## config.mk

```make
export PLATFORM = sky130hd
export DESIGN_NAME = eth_tx_arb_flat
export DESIGN_NICKNAME = d
export VERILOG_FILES = /design/src/rtl/eth_tx_arb_pkg.sv /design/src/rtl/eth_tx_arb_if.sv /design/src/rtl/eth_tx_arb_rr.sv /design/src/rtl/eth_tx_arb.sv /design/src/flat_wrapper.sv
export SDC_FILE = /design/constraint.sdc
export NUM_CORES = 1
export LEC_CHECK = 0
export BUFFER_PORTS_ARGS = -buffer_cell sky130_fd_sc_hd__buf_2
export CELL_PAD_IN_SITES_DETAIL_PLACEMENT = 1
export CELL_PAD_IN_SITES_GLOBAL_PLACEMENT = 1
export CORE_MARGIN = 1.5
export CORE_UTILIZATION = 23
export DETAILED_ROUTE_END_ITERATION = 16
export PLACE_DENSITY_LB_ADDON = 0.1
export SLEW_MARGIN = 20
export SYNTH_ARGS = -nofsm -noshare
export SYNTH_HDL_FRONTEND = slang
export SYNTH_HIERARCHICAL = 1
export SYNTH_SLANG_ARGS = --single-unit
```

## constraint.sdc

```tcl
create_clock -name clk156 -period 2.2 [get_ports clk156]
set_clock_uncertainty 0.1 [all_clocks]
set_input_delay 0 -clock clk156 [delete_from_list [all_inputs] [get_ports clk156]]
set_output_delay 0 -clock clk156 [all_outputs]
set_load 0.03 [all_outputs]
```

## src/rtl/eth_tx_arb_pkg.sv

```systemverilog
// Shared types and widths for the 2:1 packet arbiter in front of the 10G MAC TX stream.
package eth_tx_arb_pkg;

  localparam int AXIS_DATA_W = 64;
  localparam int AXIS_KEEP_W = 8;
  localparam int WDOG_W      = 16;

  typedef enum logic [1:0] {IDLE, PASS, ABORT, DRAIN} arb_state_t;

  typedef struct packed {
    logic [AXIS_DATA_W-1:0] tdata;
    logic [AXIS_KEEP_W-1:0] tkeep;
    logic                   tlast;
    logic                   tuser;
  } axis_beat_t;

  // Error-terminated beat: MAC flags the truncated frame as bad via tuser.
  localparam axis_beat_t ABORT_BEAT = '{tdata: '0, tkeep: 8'h01, tlast: 1'b1, tuser: 1'b1};

endpackage

```

## src/rtl/eth_tx_arb_if.sv

```systemverilog
// AXI-Stream link (64b data, byte keep, last, user error flag) with producer/consumer modports.
interface eth_tx_arb_if;
  import eth_tx_arb_pkg::*;

  logic                   tvalid;
  logic                   tready;
  logic [AXIS_DATA_W-1:0] tdata;
  logic [AXIS_KEEP_W-1:0] tkeep;
  logic                   tlast;
  logic                   tuser;

  modport master (output tvalid, tdata, tkeep, tlast, tuser, input tready);
  modport slave  (input tvalid, tdata, tkeep, tlast, tuser, output tready);

endinterface

```

## src/rtl/eth_tx_arb_rr.sv

```systemverilog
// Two-way round-robin pick: the pointer breaks ties, a lone requester always wins.
module eth_tx_arb_rr (
  input  logic [1:0] req,
  input  logic       ptr,
  output logic [1:0] gnt
);

  always_comb begin
    gnt = req;
    if (req == 2'b11) gnt = ptr ? 2'b10 : 2'b01;
  end

endmodule

```

## src/rtl/eth_tx_arb.sv

```systemverilog
// Packet-level 2:1 round-robin arbiter onto the MAC TX stream with a mid-frame stall watchdog.
// Optional build macro ETH_TX_ARB_STATS_EN adds per-source frame counters and an abort counter.
//
//   state | meaning
//   IDLE  | no owner, outputs quiet, arbitrate among valid sources
//   PASS  | granted source wired straight through to the MAC
//   ABORT | stalled owner cut off; error-terminated beat offered to MAC
//   DRAIN | discard the rest of the aborted frame up to its tlast
module eth_tx_arb
  import eth_tx_arb_pkg::*;
#(
  parameter int unsigned TIMEOUT_CYC = 1024
) (
  input  logic        clk156,
  input  logic        sys_rst_n,
  eth_tx_arb_if.slave  s0_axis,
  eth_tx_arb_if.slave  s1_axis,
  eth_tx_arb_if.master m_axis,
  output logic [1:0]  grant,
  output logic        abort_pulse
`ifdef ETH_TX_ARB_STATS_EN
  ,
  output logic [31:0] frames0_cnt,
  output logic [31:0] frames1_cnt,
  output logic [15:0] abort_cnt
`endif
);

  localparam bit WDOG_EN = (TIMEOUT_CYC != 0);
  localparam logic [WDOG_W-1:0] WDOG_LAST =
    WDOG_W'((TIMEOUT_CYC == 0) ? 32'd0 : TIMEOUT_CYC - 32'd1);

  arb_state_t        state;
  logic              rr_ptr;
  logic [WDOG_W-1:0] wdog_cnt;
  logic [1:0]        rr_gnt;

  axis_beat_t s0_beat, s1_beat, sg_beat, m_beat;
  logic       sg_tvalid, sg_tready, m_tvalid;
  logic       m_hs, sg_hs, wdog_fire;

  assign s0_beat   = {s0_axis.tdata, s0_axis.tkeep, s0_axis.tlast, s0_axis.tuser};
  assign s1_beat   = {s1_axis.tdata, s1_axis.tkeep, s1_axis.tlast, s1_axis.tuser};
  assign sg_beat   = grant[1] ? s1_beat : s0_beat;
  assign sg_tvalid = grant[1] ? s1_axis.tvalid : (grant[0] & s0_axis.tvalid);

  eth_tx_arb_rr u_rr (
    .req ({s1_axis.tvalid, s0_axis.tvalid}),
    .ptr (rr_ptr),
    .gnt (rr_gnt)
  );

  always_comb begin
    m_tvalid  = 1'b0;
    m_beat    = '0;
    sg_tready = 1'b0;
    case (state)
      PASS: begin
        m_tvalid  = sg_tvalid;
        m_beat    = sg_beat;
        sg_tready = m_axis.tready;
      end
      ABORT: begin
        m_tvalid = 1'b1;
        m_beat   = ABORT_BEAT;
      end
      DRAIN:   sg_tready = 1'b1;
      default: ;
    endcase
  end

  assign m_axis.tvalid  = m_tvalid;
  assign m_axis.tdata   = m_beat.tdata;
  assign m_axis.tkeep   = m_beat.tkeep;
  assign m_axis.tlast   = m_beat.tlast;
  assign m_axis.tuser   = m_beat.tuser;
  assign s0_axis.tready = sg_tready & grant[0];
  assign s1_axis.tready = sg_tready & grant[1];

  assign m_hs        = m_tvalid & m_axis.tready;
  assign sg_hs       = sg_tvalid & sg_tready;
  assign abort_pulse = (state == ABORT) & m_axis.tready;
  // A source that reasserts tvalid in the expiry cycle keeps its frame.
  assign wdog_fire   = WDOG_EN && (state == PASS) && !sg_tvalid && (wdog_cnt == WDOG_LAST);

  always_ff @(posedge clk156) begin
    if (!sys_rst_n) begin
      state    <= IDLE;
      grant    <= 2'b00;
      rr_ptr   <= 1'b0;
      wdog_cnt <= '0;
    end else begin
      case (state)
        IDLE: begin
          if (rr_gnt != 2'b00) begin
            grant    <= rr_gnt;
            state    <= PASS;
            wdog_cnt <= '0;
          end
        end
        PASS: begin
          if (m_hs && sg_beat.tlast) begin
            state    <= IDLE;
            grant    <= 2'b00;
            rr_ptr   <= grant[0];
            wdog_cnt <= '0;
          end else if (wdog_fire) begin
            state <= ABORT;
          end else if (sg_hs) begin
            wdog_cnt <= '0;
          end else if (!sg_tvalid && WDOG_EN) begin
            wdog_cnt <= wdog_cnt + 1'b1;
          end
        end
        ABORT: begin
          if (m_axis.tready) state <= DRAIN;
        end
        DRAIN: begin
          if (sg_hs && sg_beat.tlast) begin
            state  <= IDLE;
            grant  <= 2'b00;
            rr_ptr <= grant[0];
          end
        end
        default: state <= IDLE;
      endcase
    end
  end

`ifdef ETH_TX_ARB_STATS_EN
  always_ff @(posedge clk156) begin
    if (!sys_rst_n) begin
      frames0_cnt <= '0;
      frames1_cnt <= '0;
      abort_cnt   <= '0;
    end else begin
      if (state == PASS && m_hs && sg_beat.tlast) begin
        if (grant[0]) frames0_cnt <= frames0_cnt + 32'd1;
        if (grant[1]) frames1_cnt <= frames1_cnt + 32'd1;
      end
      if (abort_pulse && abort_cnt != 16'hFFFF) abort_cnt <= abort_cnt + 16'd1;
    end
  end
`endif

endmodule

```

## src/flat_wrapper.sv

```systemverilog
// flat-port wrapper written by rule: the top's interface ports become plain ports
module eth_tx_arb_flat import eth_tx_arb_pkg::*;
#(
  parameter int unsigned TIMEOUT_CYC = 1024
)
  (clk156, sys_rst_n, grant, abort_pulse, s0_axis_tvalid, s0_axis_tdata, s0_axis_tkeep, s0_axis_tlast, s0_axis_tuser, s0_axis_tready, s1_axis_tvalid, s1_axis_tdata, s1_axis_tkeep, s1_axis_tlast, s1_axis_tuser, s1_axis_tready, m_axis_tvalid, m_axis_tdata, m_axis_tkeep, m_axis_tlast, m_axis_tuser, m_axis_tready);
  eth_tx_arb_if s0_axis_i ();
  eth_tx_arb_if s1_axis_i ();
  eth_tx_arb_if m_axis_i ();
  input  logic clk156;
  input  logic sys_rst_n;
  output logic [1:0] grant;
  output logic abort_pulse;
  input wire logic [$bits(s0_axis_i.tvalid)-1:0] s0_axis_tvalid;
  input wire logic [$bits(s0_axis_i.tdata)-1:0] s0_axis_tdata;
  input wire logic [$bits(s0_axis_i.tkeep)-1:0] s0_axis_tkeep;
  input wire logic [$bits(s0_axis_i.tlast)-1:0] s0_axis_tlast;
  input wire logic [$bits(s0_axis_i.tuser)-1:0] s0_axis_tuser;
  output wire logic [$bits(s0_axis_i.tready)-1:0] s0_axis_tready;
  input wire logic [$bits(s1_axis_i.tvalid)-1:0] s1_axis_tvalid;
  input wire logic [$bits(s1_axis_i.tdata)-1:0] s1_axis_tdata;
  input wire logic [$bits(s1_axis_i.tkeep)-1:0] s1_axis_tkeep;
  input wire logic [$bits(s1_axis_i.tlast)-1:0] s1_axis_tlast;
  input wire logic [$bits(s1_axis_i.tuser)-1:0] s1_axis_tuser;
  output wire logic [$bits(s1_axis_i.tready)-1:0] s1_axis_tready;
  output wire logic [$bits(m_axis_i.tvalid)-1:0] m_axis_tvalid;
  output wire logic [$bits(m_axis_i.tdata)-1:0] m_axis_tdata;
  output wire logic [$bits(m_axis_i.tkeep)-1:0] m_axis_tkeep;
  output wire logic [$bits(m_axis_i.tlast)-1:0] m_axis_tlast;
  output wire logic [$bits(m_axis_i.tuser)-1:0] m_axis_tuser;
  input wire logic [$bits(m_axis_i.tready)-1:0] m_axis_tready;
  assign s0_axis_i.tvalid = s0_axis_tvalid;
  assign s0_axis_i.tdata = s0_axis_tdata;
  assign s0_axis_i.tkeep = s0_axis_tkeep;
  assign s0_axis_i.tlast = s0_axis_tlast;
  assign s0_axis_i.tuser = s0_axis_tuser;
  assign s0_axis_tready = s0_axis_i.tready;
  assign s1_axis_i.tvalid = s1_axis_tvalid;
  assign s1_axis_i.tdata = s1_axis_tdata;
  assign s1_axis_i.tkeep = s1_axis_tkeep;
  assign s1_axis_i.tlast = s1_axis_tlast;
  assign s1_axis_i.tuser = s1_axis_tuser;
  assign s1_axis_tready = s1_axis_i.tready;
  assign m_axis_tvalid = m_axis_i.tvalid;
  assign m_axis_tdata = m_axis_i.tdata;
  assign m_axis_tkeep = m_axis_i.tkeep;
  assign m_axis_tlast = m_axis_i.tlast;
  assign m_axis_tuser = m_axis_i.tuser;
  assign m_axis_i.tready = m_axis_tready;
  eth_tx_arb #(.TIMEOUT_CYC(TIMEOUT_CYC)) u_core (.clk156(clk156), .sys_rst_n(sys_rst_n), .s0_axis(s0_axis_i), .s1_axis(s1_axis_i), .m_axis(m_axis_i), .grant(grant), .abort_pulse(abort_pulse));
endmodule
```

==> impl_summary.txt, run 1 <==
----------------------------------------------------
[Job]
  Max Cap Viol ... 0

[Yosys]
  Number of standard cells after synthesis ... around 350
  Ys flop type ... sky130_fd_sc_hd__dfxtp_1
  Area of the mapped netlist ... 0.00267 mm²
  Count of flip-flops with a built-in enable after synthesis ... 0
  Number of synthesized register bits ... 21
  Post-Syn Nets ... 513
  Avg Inst Size Synth ... 7.57 µm²
  Seq/Total Area, Yosys ... 0.157
  Yosys warnings ... 6
  Async SR Flop Fraction ... 0
  Distinct cells, synth ... slightly below 60

[Global routing]
  Vias in the first global route ... about 3800
  Antenna violations before repair ... 1
  First-pass GRT wire length ... 21500 µm
  Gr ovfl total ... 0
  Largest net degree at the start of global routing ... 71
  Tot GR Track Use ... 0.220

[Cells and area]
  Utilization of the core after routing ... 0.408
  Final cell count without fillers ... between 700 and 800
  Proportion of layout cells with a drive suffix above 1 ... 0.561
  Antenna diodes ... 0
  Commonest non-fill, non-tap cell in the layout ... sky130_fd_sc_hd__buf_2
  Synth-to-layout area growth ... 73.7%
  Layout Nets ... approximately 780
  Commonest non-fill, non-tap cells in the layout ... sky130_fd_sc_hd__buf_2 (232), sky130_fd_sc_hd__nor2_1 (80), sky130_fd_sc_hd__mux2i_1 (74)

[Clock network]
  Clock Path Buffers ... 2
  H-tree depth ... 1
  Number of buffers inserted for hold repair after clock tree synthesis ... 0
  Clock-pin transition on the worst setup and hold timing paths ... 0.07 ns
  Number of clock buffers inserted by TritonCTS ... 3
  Root Buffer Master ... sky130_fd_sc_hd__clkbuf_16
  CTS tree ... done
  Clock Sink Count ... 21
  Clock latency reported for the late side of the worst-skew pair ... 0.26 ns

[Worst setup path]
  Data arrival, critical path ... approximately 2.2 ns
  Maximum fanout count along the critical path ... 6
  End of the worst register-to-register path ... u_core/wdog_cnt[1]
  Setup crit end kind ... register
  Critical path launch point type ... register
  CP max-delay cell ... sky130_fd_sc_hd__a2111oi_4
  Data required time at the worst endpoint ... between 2 and 2.5 ns
  Register-to-Register Setup Slack ... 0.02 ns
  Worst-path cell chain ... inv_4 -> ha_4 -> nor4b_4 -> nand2_2 -> a2111oi_4 -> clkbuf_16 -> buf_6 -> nand4b_1 -> a21oi_1
  Reg2Reg Depth ... 9
  Highest cell delay on the worst timing path ... around 0.45 ns
  Kind of critical path ... reg2reg

[Detailed routing]
  Final WL ... roughly 14000 µm
  Post-detailed-route count of antenna-violating nets ... 0
  Number of remaining DRC errors ... 0
  Detailed Route Iter0 Violations ... approximately 110
  Vias per std cell ... 4.91
  DR pass1 iterations ... 4
  Vias ... 3722
  Detailed-route wire length per cell ... 19.0 µm

[Timing]
  Tcrit/Tclk final ... 0.991
  Total count of max-transition violations in the final report ... 0
  Worst Max-Slew Pin Slew ... approximately 0.79 ns
  Final hold violations ... 0
  Setup repair after global routing missed its margin ... true
  Max Clk Rate ... between 0.4 and 0.5 GHz
  Total of endpoints with negative setup slack in the final report ... 0
  Normalized max-slew margin ... 0.473
  Final Critical Period ... roughly 2.2 ns

[Floorplan]
  Die area ... 0.0123 mm²
  Die Span X ... approximately 110 µm
  Count of boundary I/O pins ... roughly 230
  Number of rows created at floorplan ... 39
  Standard cell core area ... 0.0114 mm²
  Floorplan die height ... about 110 µm
  Effective utilization at floorplan ... 0.235

[Power]
  Power density over cell area ... a little over 800 mW/mm²
  Worst IR drop on VDD ... 0.381 mV
  Pleak ... approximately 2.2 nW

[Min path]
  Hold crit path type ... in2reg
  Hold Path Sink ... u_core/grant[1]
  Startpoint of the tightest hold check path ... s0_axis_tvalid
  Number of cells traversed by the worst hold path ... 4

[Placed design]
  Sum of net half-perimeters after detailed placement ... approximately 12000 µm
  Count of port buffers added during placement ... 232
  Placer's final routability congestion estimate ... between 0.9 and 1
  Inst Count DP ... 740

[Status]
  Outcome ... finished clean

----------------------------------------------------
[state kept, by name, summed over array words and instances (netlist names), named ones only]
| name | cells |
|---|---|
| u_core/rr_ptr | 1 |
| u_core/state | 1 |
| u_core/wdog_cnt | 16 |
| u_core/grant | 2 |
[synth_stat cells, types with 2 or more instances]
library cell / number / area [µm²]
sky130_fd_sc_hd__and3_1: 3 / 18.8
sky130_fd_sc_hd__and4_1: 3 / 26.3
sky130_fd_sc_hd__clkbuf_1: 10 / 37.5
sky130_fd_sc_hd__buf_2: 5 / 25.0
sky130_fd_sc_hd__mux2_2: 2 / 22.5
sky130_fd_sc_hd__nor3_1: 6 / 30.0
sky130_fd_sc_hd__mux2i_1: 74 / 741
sky130_fd_sc_hd__o31ai_1: 3 / 22.5
sky130_fd_sc_hd__nand4_1: 7 / 43.8
sky130_fd_sc_hd__or4_2: 2 / 17.5
sky130_fd_sc_hd__o21ai_0: 5 / 25.0
sky130_fd_sc_hd__o41ai_1: 2 / 17.5
sky130_fd_sc_hd__nand3_1: 10 / 50.1
sky130_fd_sc_hd__a21oi_1: 14 / 70.1
sky130_fd_sc_hd__or3_1: 2 / 12.5
sky130_fd_sc_hd__a211oi_1: 8 / 60.1
sky130_fd_sc_hd__a31oi_1: 2 / 12.5
sky130_fd_sc_hd__nor4b_1: 2 / 17.5
sky130_fd_sc_hd__nor2b_1: 2 / 12.5
sky130_fd_sc_hd__buf_6: 4 / 45.0
sky130_fd_sc_hd__a21boi_1: 2 / 15.0
sky130_fd_sc_hd__buf_1: 7 / 26.3
sky130_fd_sc_hd__nor4_1: 2 / 12.5
sky130_fd_sc_hd__a21o_1: 3 / 22.5
sky130_fd_sc_hd__or4b_2: 2 / 20.0
sky130_fd_sc_hd__inv_1: 9 / 33.8
sky130_fd_sc_hd__nand4b_1: 2 / 17.5
sky130_fd_sc_hd__a32o_1: 2 / 20.0
sky130_fd_sc_hd__o21bai_1: 2 / 15.0
sky130_fd_sc_hd__ha_1: 7 / 87.6
sky130_fd_sc_hd__o32ai_1: 3 / 26.3
sky130_fd_sc_hd__dfxtp_1: 21 / 420
sky130_fd_sc_hd__nand2_1: 20 / 75.1
sky130_fd_sc_hd__o211ai_1: 2 / 15.0
sky130_fd_sc_hd__nor2_1: 80 / 300
[cell families (layout without fill, tap and decap cells)]
family	count (synthesis)	after routing	synth area share
buf+inv	38	300	0.0749
fa+ha+maj	7	7	0.0328
flops	21	21	0.157
simple gates	150	150	0.272
mux	77	77	0.291
compound gates	60	60	0.172
[worst max-delay path: cells and delay by family, from the launching register on]
kind                       cells  cell delay, ns
and+or+nand+nor                3            0.45
DFF                            1            0.34
buffers and inverters          3            0.43
adders and majority gates      1            0.20
AOI/OAI and AO/OA              2            0.52
[how the worst max path moves through the flow]
stage                        from                  end  cells after the start
4_1_cts        u_core/wdog_cnt[0]   u_core/wdog_cnt[9]                      8
3_3_place_gp             register  u_core/wdog_cnt[15]                      8
2_1_floorplan            register   u_core/wdog_cnt[9]                      8
3_5_place_dp             register  u_core/wdog_cnt[15]                      8
5_1_grt                  register   u_core/wdog_cnt[7]                      9
6_report                 register   u_core/wdog_cnt[1]                      9
[power by group]
part | internal (mW) | switching (mW) | leakage, nW | total, mW
logic | 1.19 | 1.72 | 1.98 | 2.91
registers | 0.419 | 0.0391 | 0.172 | 0.458
clock network | 0.245 | 0.167 | 0.0409 | 0.413
total | 1.86 | 1.92 | 2.19 | 3.78
[per-layer routing]
layer  share of wire  GRT usage  vias up
li1                -          -     1806
met1            0.42      0.285     1772
met2            0.49      0.375      127
met3           0.071     0.0514       17
met4           0.014     0.0410        0
met5               0          0        -
[metrics by stage]
step | power (mW) | setup slack (ns) | TNS (ns) | cell area (µm²) | hold WS [ns]
5_1_grt | 4.02 | -0.0683 | -0.445 | 4640 | 0.0877
3_3_place_gp | 2.99 | -0.0520 | -0.133 | 4200 | 0.286
2_1_floorplan | 2.13 | -0.0124 | -0.0449 | 2710 | 0.112
6_report | 3.78 | 0.0200 | 0 | 4640 | 0.0315
4_1_cts | 3.55 | -0.00862 | -0.0162 | 4440 | 0.0145
3_5_place_dp | 3.02 | -0.107 | -0.513 | 4200 | 0.292
[final cells by class]
| type | instances | area [µm²] |
|---|---|---|
| clock buffer | 3 | 75.1 |
| clock inverter | 1 | 5.00 |
| fill | 1448 | 6730 |
| inverter | 9 | 41.3 |
| multi-input combinational | 294 | 2280 |
| sequential | 21 | 430 |
| tap | 143 | 179 |
| timing repair buffer | 287 | 1630 |
[timing repair]
item | CTS | global route
pin swaps | 10 | 11
gates resized for setup | 21 | 35
endpoints found under the setup margin | 10 | 18
cloned | 1 | 0
setup buffers | 7 | 6
Note: power is estimated with default switching activity, not from simulation.
==> run 2, diff against run 1 <==
SLEW_MARGIN = 10   (was 20)
clock period = 1.9 ns   (was 2.2 ns; I/O delays follow)
==> impl_summary.txt, run 2 (synthesis results as in run 1) <==
----------------------------------------------------
[Floorplan]
  Die area ... roughly 0.012 mm²
  Count of boundary I/O pins ... 233
  Effective utilization at floorplan ... 0.235
  Standard cell core area ... 0.0114 mm²
  Die Span X ... between 100 and 150 µm
  Floorplan die height ... about 110 µm
  Number of rows created at floorplan ... 39

[Clock network]
  Clock latency reported for the late side of the worst-skew pair ... 0.26 ns
  Root Buffer Master ... sky130_fd_sc_hd__clkbuf_16
  Clock Sink Count ... 21
  H-tree depth ... 1
  Clock-pin transition on the worst setup and hold timing paths ... 0.07 ns
  CTS tree ... done
  Number of clock buffers inserted by TritonCTS ... 3
  Clock Path Buffers ... 2

[Detailed routing]
  Detailed Route Iter0 Violations ... 217
  Vias ... 3748
  Detailed-route wire length per cell ... approximately 19 µm
  DR pass1 iterations ... 4
  Number of remaining DRC errors ... 0
  Post-detailed-route count of antenna-violating nets ... 0
  Final WL ... about 14000 µm
  Vias per std cell ... 4.89

[Worst setup path]
  Data required time at the worst endpoint ... approximately 2 ns
  FF-to-FF Start ... u_core/state[0]
  Kind of critical path ... reg2reg
  CP max-delay cell ... sky130_fd_sc_hd__or4b_4
  Register-to-Register Setup Slack ... -0.23 ns
  Worst-path cell chain ... inv_4 -> ha_2 -> nor3b_2 -> o21bai_4 -> a31o_4 -> buf_4 -> or4b_4 -> a21oi_2
  Maximum fanout count along the critical path ... 6
  Highest cell delay on the worst timing path ... between 0.4 and 0.5 ns
  Setup crit end kind ... register
  Critical path launch point type ... register
  End of the worst register-to-register path ... u_core/wdog_cnt[0]
  Data arrival, critical path ... 2.23 ns
  Reg2Reg Depth ... 8

[Timing]
  Worst Max-Slew Pin Slew ... 0.489 ns
  Setup repair after global routing missed its margin ... true
  Final Critical Period ... 2.13 ns
  Final worst-path setup slack ... -0.232 ns
  Setup total negative slack ... -3.24 ns
  Final hold violations ... 0
  Total of endpoints with negative setup slack in the final report ... 21
  Normalized max-slew margin ... 0.674
  Tcrit/Tclk final ... 1.12
  Total count of max-transition violations in the final report ... 0
  Max Clk Rate ... between 0.4 and 0.5 GHz

[Global routing]
  Largest net degree at the start of global routing ... between 70 and 80
  Gr ovfl total ... 0
  Antenna violations before repair ... 0
  First-pass GRT wire length ... roughly 22000 µm
  Vias in the first global route ... 3934
  Tot GR Track Use ... 0.227

[Cells and area]
  Antenna diodes ... 0
  Commonest non-fill, non-tap cells in the layout ... sky130_fd_sc_hd__buf_2 (232), sky130_fd_sc_hd__nor2_1 (80), sky130_fd_sc_hd__mux2i_1 (74)
  Synth-to-layout area growth ... 77.8%
  Commonest non-fill, non-tap cell in the layout ... sky130_fd_sc_hd__buf_2
  Final cell count without fillers ... roughly 770
  Layout Nets ... around 790
  Number of filler cells placed in the layout ... 1437
  Largest register by flop count ... u_core/wdog_cnt
  Proportion of layout cells with a drive suffix above 1 ... 0.577
  Area occupied by multi-input gates ... ~0.0023 mm²
  Number of flip-flops under the largest register name ... 16
  Biggest regs ... u_core/wdog_cnt: 16 flops, u_core/grant: 2 flops
  Reg area ... approximately 430 µm²

[Power]
  Pleak ... about 2.2 nW
  Worst IR drop on VDD ... just under 0.6 mV
  Power density over cell area ... a little under 1000 mW/mm²

[Placed design]
  Sum of net half-perimeters after detailed placement ... about 12000 µm
  Count of port buffers added during placement ... around 230
  Inst Count DP ... 757
  Placer's final routability congestion estimate ... 0.854

[Min path]
  Hold Path Sink ... u_core/grant[0]
  Hold crit path type ... in2reg
  Number of cells traversed by the worst hold path ... 4
  Startpoint of the tightest hold check path ... s1_axis_tvalid

[Job]
  Max Cap Viol ... 0

[Status]
  Failing checks ... negative setup slack
  Outcome ... finished with violations

----------------------------------------------------
==> run 2: cell count changes in the layout (fill, tap and decap cells not counted), sizes merged <==
cell    previous run  this run
a31o               1         2
buf              285       295
clkbuf             5         3
clkinv             1         0
inv                9        10
==> run 2: timing repair <==
item	4_1_cts	5_1_grt
gates resized for setup	23	26
buffers inserted	5	1
hold buffers	0	0
setup endpoints to repair	93	91
gates cloned	1	0
pin swaps	7	0
==> run 2: worst max-delay path by stage <==
| stage | start | endpoint | slack [ns] | cells after the start |
|---|---|---|---|---|
| finish | u_core/state[0] | u_core/wdog_cnt[0] | -0.23 | 8 |
| detailed placement | u_core/state[0] | u_core/wdog_cnt[5] | -0.32 | 8 |
| global route | register | u_core/state[0] | -0.31 | 7 |
| global placement | u_core/state[0] | u_core/wdog_cnt[9] | -0.29 | 7 |
| floorplan | register | u_core/wdog_cnt[9] | -0.27 | 8 |
| CTS | u_core/state[0] | u_core/wdog_cnt[13] | -0.28 | 8 |
==> run 2: critical path, delay by kind of cell (launching register included) <==
family / cells / cell delay [ns]
flip-flops: 1 / 0.38
buffers and inverters: 2 / 0.19
AND/OR/NAND/NOR: 2 / 0.62
AO/OA/AOI/OAI: 3 / 0.59
adder cells (fa/ha/maj): 1 / 0.18
==> run 2: cell type report <==
type / count / area share
clock buffers: 3 / 0.0158
clock inverters: 1 / 0.00132
inverters: 9 / 0.00817
multi-input cells: 295 / 0.488
flip-flops and latches: 21 / 0.0912
well taps: 143 / 0.0377
repair buffers: 295 / 0.358
==> run 2: power by group <==
part / internal (mW) / leakage (nW) / switching (mW)
Clock: 0.287 / 0.0414 / 0.205
Sequential: 0.487 / 0.172 / 0.0442
Combinational: 1.55 / 2.04 / 2.10
==> run 2: per-stage QoR <==
| step | setup WS (ns) | power [mW] | hold slack [ns] | cell area [µm²] | util |
|---|---|---|---|---|---|
| floorplan | -0.274 | 2.59 | 0.112 | 2780 | - |
| global placement | -0.292 | 3.74 | 0.280 | 4400 | 0.387 |
| detailed placement | -0.323 | 3.78 | 0.294 | 4400 | 0.387 |
| CTS | -0.277 | 4.56 | 0.0228 | 4640 | 0.408 |
| global route | -0.312 | 4.96 | 0.0616 | 4750 | 0.418 |
| finish | -0.232 | 4.67 | 0.0448 | 4750 | 0.418 |
==> run 2: metal layers <==
layer  track usage  part of all wire
met1         0.294              0.43
met2         0.396              0.50
met3        0.0492             0.062
met4        0.0308            0.0068
met5             0                 0
==> run 3, diff against run 2 <==
GPL_TIMING_DRIVEN = 0   (was unset)
SLEW_MARGIN = unset   (was 10)
==> impl_summary.txt, run 3 (synthesis results as in run 1) <==
----------------------------------------------------
[Status]
  Outcome ... finished with violations
  Failing checks ... negative setup slack

[Detailed routing]
  Detailed Route Iter0 Violations ... 158
  Detailed-route wire length per cell ... just over 20 µm
  Vias ... approximately 3800
  Final WL ... around 15000 µm
  DR pass1 iterations ... 4
  Vias per std cell ... just under 5
  Post-detailed-route count of antenna-violating nets ... 0
  Number of remaining DRC errors ... 0

[Job]
  Max Cap Viol ... 0

[Cells and area]
  Commonest non-fill, non-tap cell in the layout ... sky130_fd_sc_hd__buf_2
  Largest register by flop count ... u_core/wdog_cnt
  Area of all placed cells without fillers ... between 0.004 and 0.005 mm²
  Antenna diodes ... 0
  Commonest non-fill, non-tap cells in the layout ... sky130_fd_sc_hd__buf_2 (226), sky130_fd_sc_hd__nor2_1 (75), sky130_fd_sc_hd__mux2i_1 (73)
  Layout Nets ... 780
  Synth-to-layout area growth ... 83.8%
  Number of flip-flops under the largest register name ... 16
  Proportion of layout cells with a drive suffix above 1 ... 0.586
  Biggest regs ... u_core/wdog_cnt: 16 flops, u_core/grant: 2 flops

[Clock network]
  Clock Path Buffers ... 2
  Clock Sink Count ... 21
  Clock latency reported for the late side of the worst-skew pair ... ~0.26 ns
  Root Buffer Master ... sky130_fd_sc_hd__clkbuf_16
  Number of clock buffers inserted by TritonCTS ... 3
  Clock-pin transition on the worst setup and hold timing paths ... about 0.070 ns
  Number of buffers inserted for hold repair after clock tree synthesis ... 0
  H-tree depth ... 1
  CTS tree ... done

[Global routing]
  Tot GR Track Use ... 0.238
  Vias in the first global route ... 4025
  Antenna violations before repair ... 0
  Gr ovfl total ... 0
  First-pass GRT wire length ... ~23000 µm
  Largest net degree at the start of global routing ... 13

[Placed design]
  Sum of net half-perimeters after detailed placement ... roughly 12000 µm
  Worst Setup Slack post-DPL ... -0.719 ns
  Cell area after placement ... about 0.0041 mm²
  Count of port buffers added during placement ... roughly 230
  Placer's final routability congestion estimate ... ~0.9

[Floorplan]
  Count of boundary I/O pins ... around 230
  Effective utilization at floorplan ... 0.235
  Die area ... 0.0123 mm²
  Die Span X ... around 110 µm
  Number of rows created at floorplan ... 39
  Standard cell core area ... between 0.01 and 0.015 mm²
  Floorplan die height ... around 110 µm

[Timing]
  Final hold violations ... 0
  Final Critical Period ... 2.29 ns
  Max Clk Rate ... 0.436 GHz
  Setup repair after global routing missed its margin ... true
  Normalized max-slew margin ... 0.634
  Total count of max-transition violations in the final report ... 0
  Setup total negative slack ... -6.16 ns
  Worst Max-Slew Pin Slew ... between 0.5 and 0.6 ns
  Final worst-path setup slack ... -0.391 ns
  Total of endpoints with negative setup slack in the final report ... 22
  Tcrit/Tclk final ... 1.21

[Worst setup path]
  Data arrival, critical path ... between 2 and 2.5 ns
  Kind of critical path ... reg2reg
  Data required time at the worst endpoint ... 2.00 ns
  Setup crit end kind ... register
  Critical path launch point type ... register
  Maximum fanout count along the critical path ... 6

[Power]
  Pleak ... roughly 2.2 nW
  Clk pwr share ... 0.096
  Internal power consumption ... 2.48 mW
  Power after layout ... about 5.0 mW
  Worst IR drop on VDD ... around 0.48 mV
  Switching share of power ... 0.506
  Net switching power figure ... 2.54 mW
  Sequential group share of total power ... 0.109
  Power density over cell area ... around 1000 mW/mm²
  Fraction of power consumed by combinational cells ... 0.795

[Min path]
  Hold crit path type ... in2reg

----------------------------------------------------
==> run 3: changes by cell type in the layout (fill, tap and decap cells not counted), sizes merged <==
cell      before  now
buf          295  275
clkbuf         3   18
inv           10    8
a21oi         14   15
a31o           2    1
clkinv         0    1
clkinvlp       0    1
==> run 3: final timing paths <==
| kind | from | endpoint | slack, ns | cells after the start |
|---|---|---|---|---|
| worst min register to register | u_core/wdog_cnt[5] | u_core/wdog_cnt[5] | 0.39 | 2 |
| worst max-delay path | u_core/state[0] | u_core/wdog_cnt[13] | -0.39 | 8 |
| worst min-delay path | s0_axis_tvalid | u_core/grant[1] | 0.11 | 4 |
| worst max register to register | u_core/state[0] | u_core/wdog_cnt[13] | -0.39 | 8 |
==> run 3: critical path: stages (launching register included) <==
cell and delay (ns):
sky130_fd_sc_hd__dfxtp_4 0.39, sky130_fd_sc_hd__inv_6 0.05, sky130_fd_sc_hd__ha_4 0.31, sky130_fd_sc_hd__clkinvlp_4 0.14, sky130_fd_sc_hd__o22ai_4 0.26, sky130_fd_sc_hd__a2111oi_4 0.15
sky130_fd_sc_hd__buf_4 0.19, sky130_fd_sc_hd__or4b_4 0.51, sky130_fd_sc_hd__a21oi_2 0.12
==> run 3: cell type report <==
class | instances | area, µm²
flip-flops and latches | 21 | 432
multi-input cells | 295 | 2420
plain buffers | 28 | 221
repair buffers | 262 | 1520
clock buffers | 3 | 75.1
fillers | 1432 | 6460
inverters | 9 | 55.1
clock inverters | 1 | 5.00
well taps | 143 | 179
==> run 3: stage by stage <==
stage	hold WS [ns]	util	cells
floorplan	0.112	-	353
global placement	0.290	0.362	727
detailed placement	0.296	0.362	727
CTS	0.0834	0.411	755
global route	0.136	0.432	762
finish	0.109	0.432	762
==> run 3: power by group through the flow <==
stage	clock, mW	sequential, mW	combinational, mW
2_1_floorplan	0	0.563	2.03
3_5_place_dp	0	0.553	2.89
3_3_place_gp	0	0.552	2.89
5_1_grt	0.516	0.554	4.22
6_report	0.482	0.548	4.00
4_1_cts	0.481	0.545	3.65
==> run 3: repair_timing <==
item	in CTS	in global routing
pin swaps	20	14
buffers inserted	23	8
cloned	1	1
endpoints found under the setup margin	89	88
gates resized for setup	58	59
==> run 3: metal layers <==
| layer | vias to the layer above | part of all wire | GRT usage |
|---|---|---|---|
| met5 | - | 0 | 0 |
| met4 | 0 | 0.017 | 0.0513 |
| met3 | 19 | 0.061 | 0.0448 |
| met2 | 135 | 0.50 | 0.419 |
| met1 | 1793 | 0.42 | 0.301 |
| li1 | 1818 | - | - |
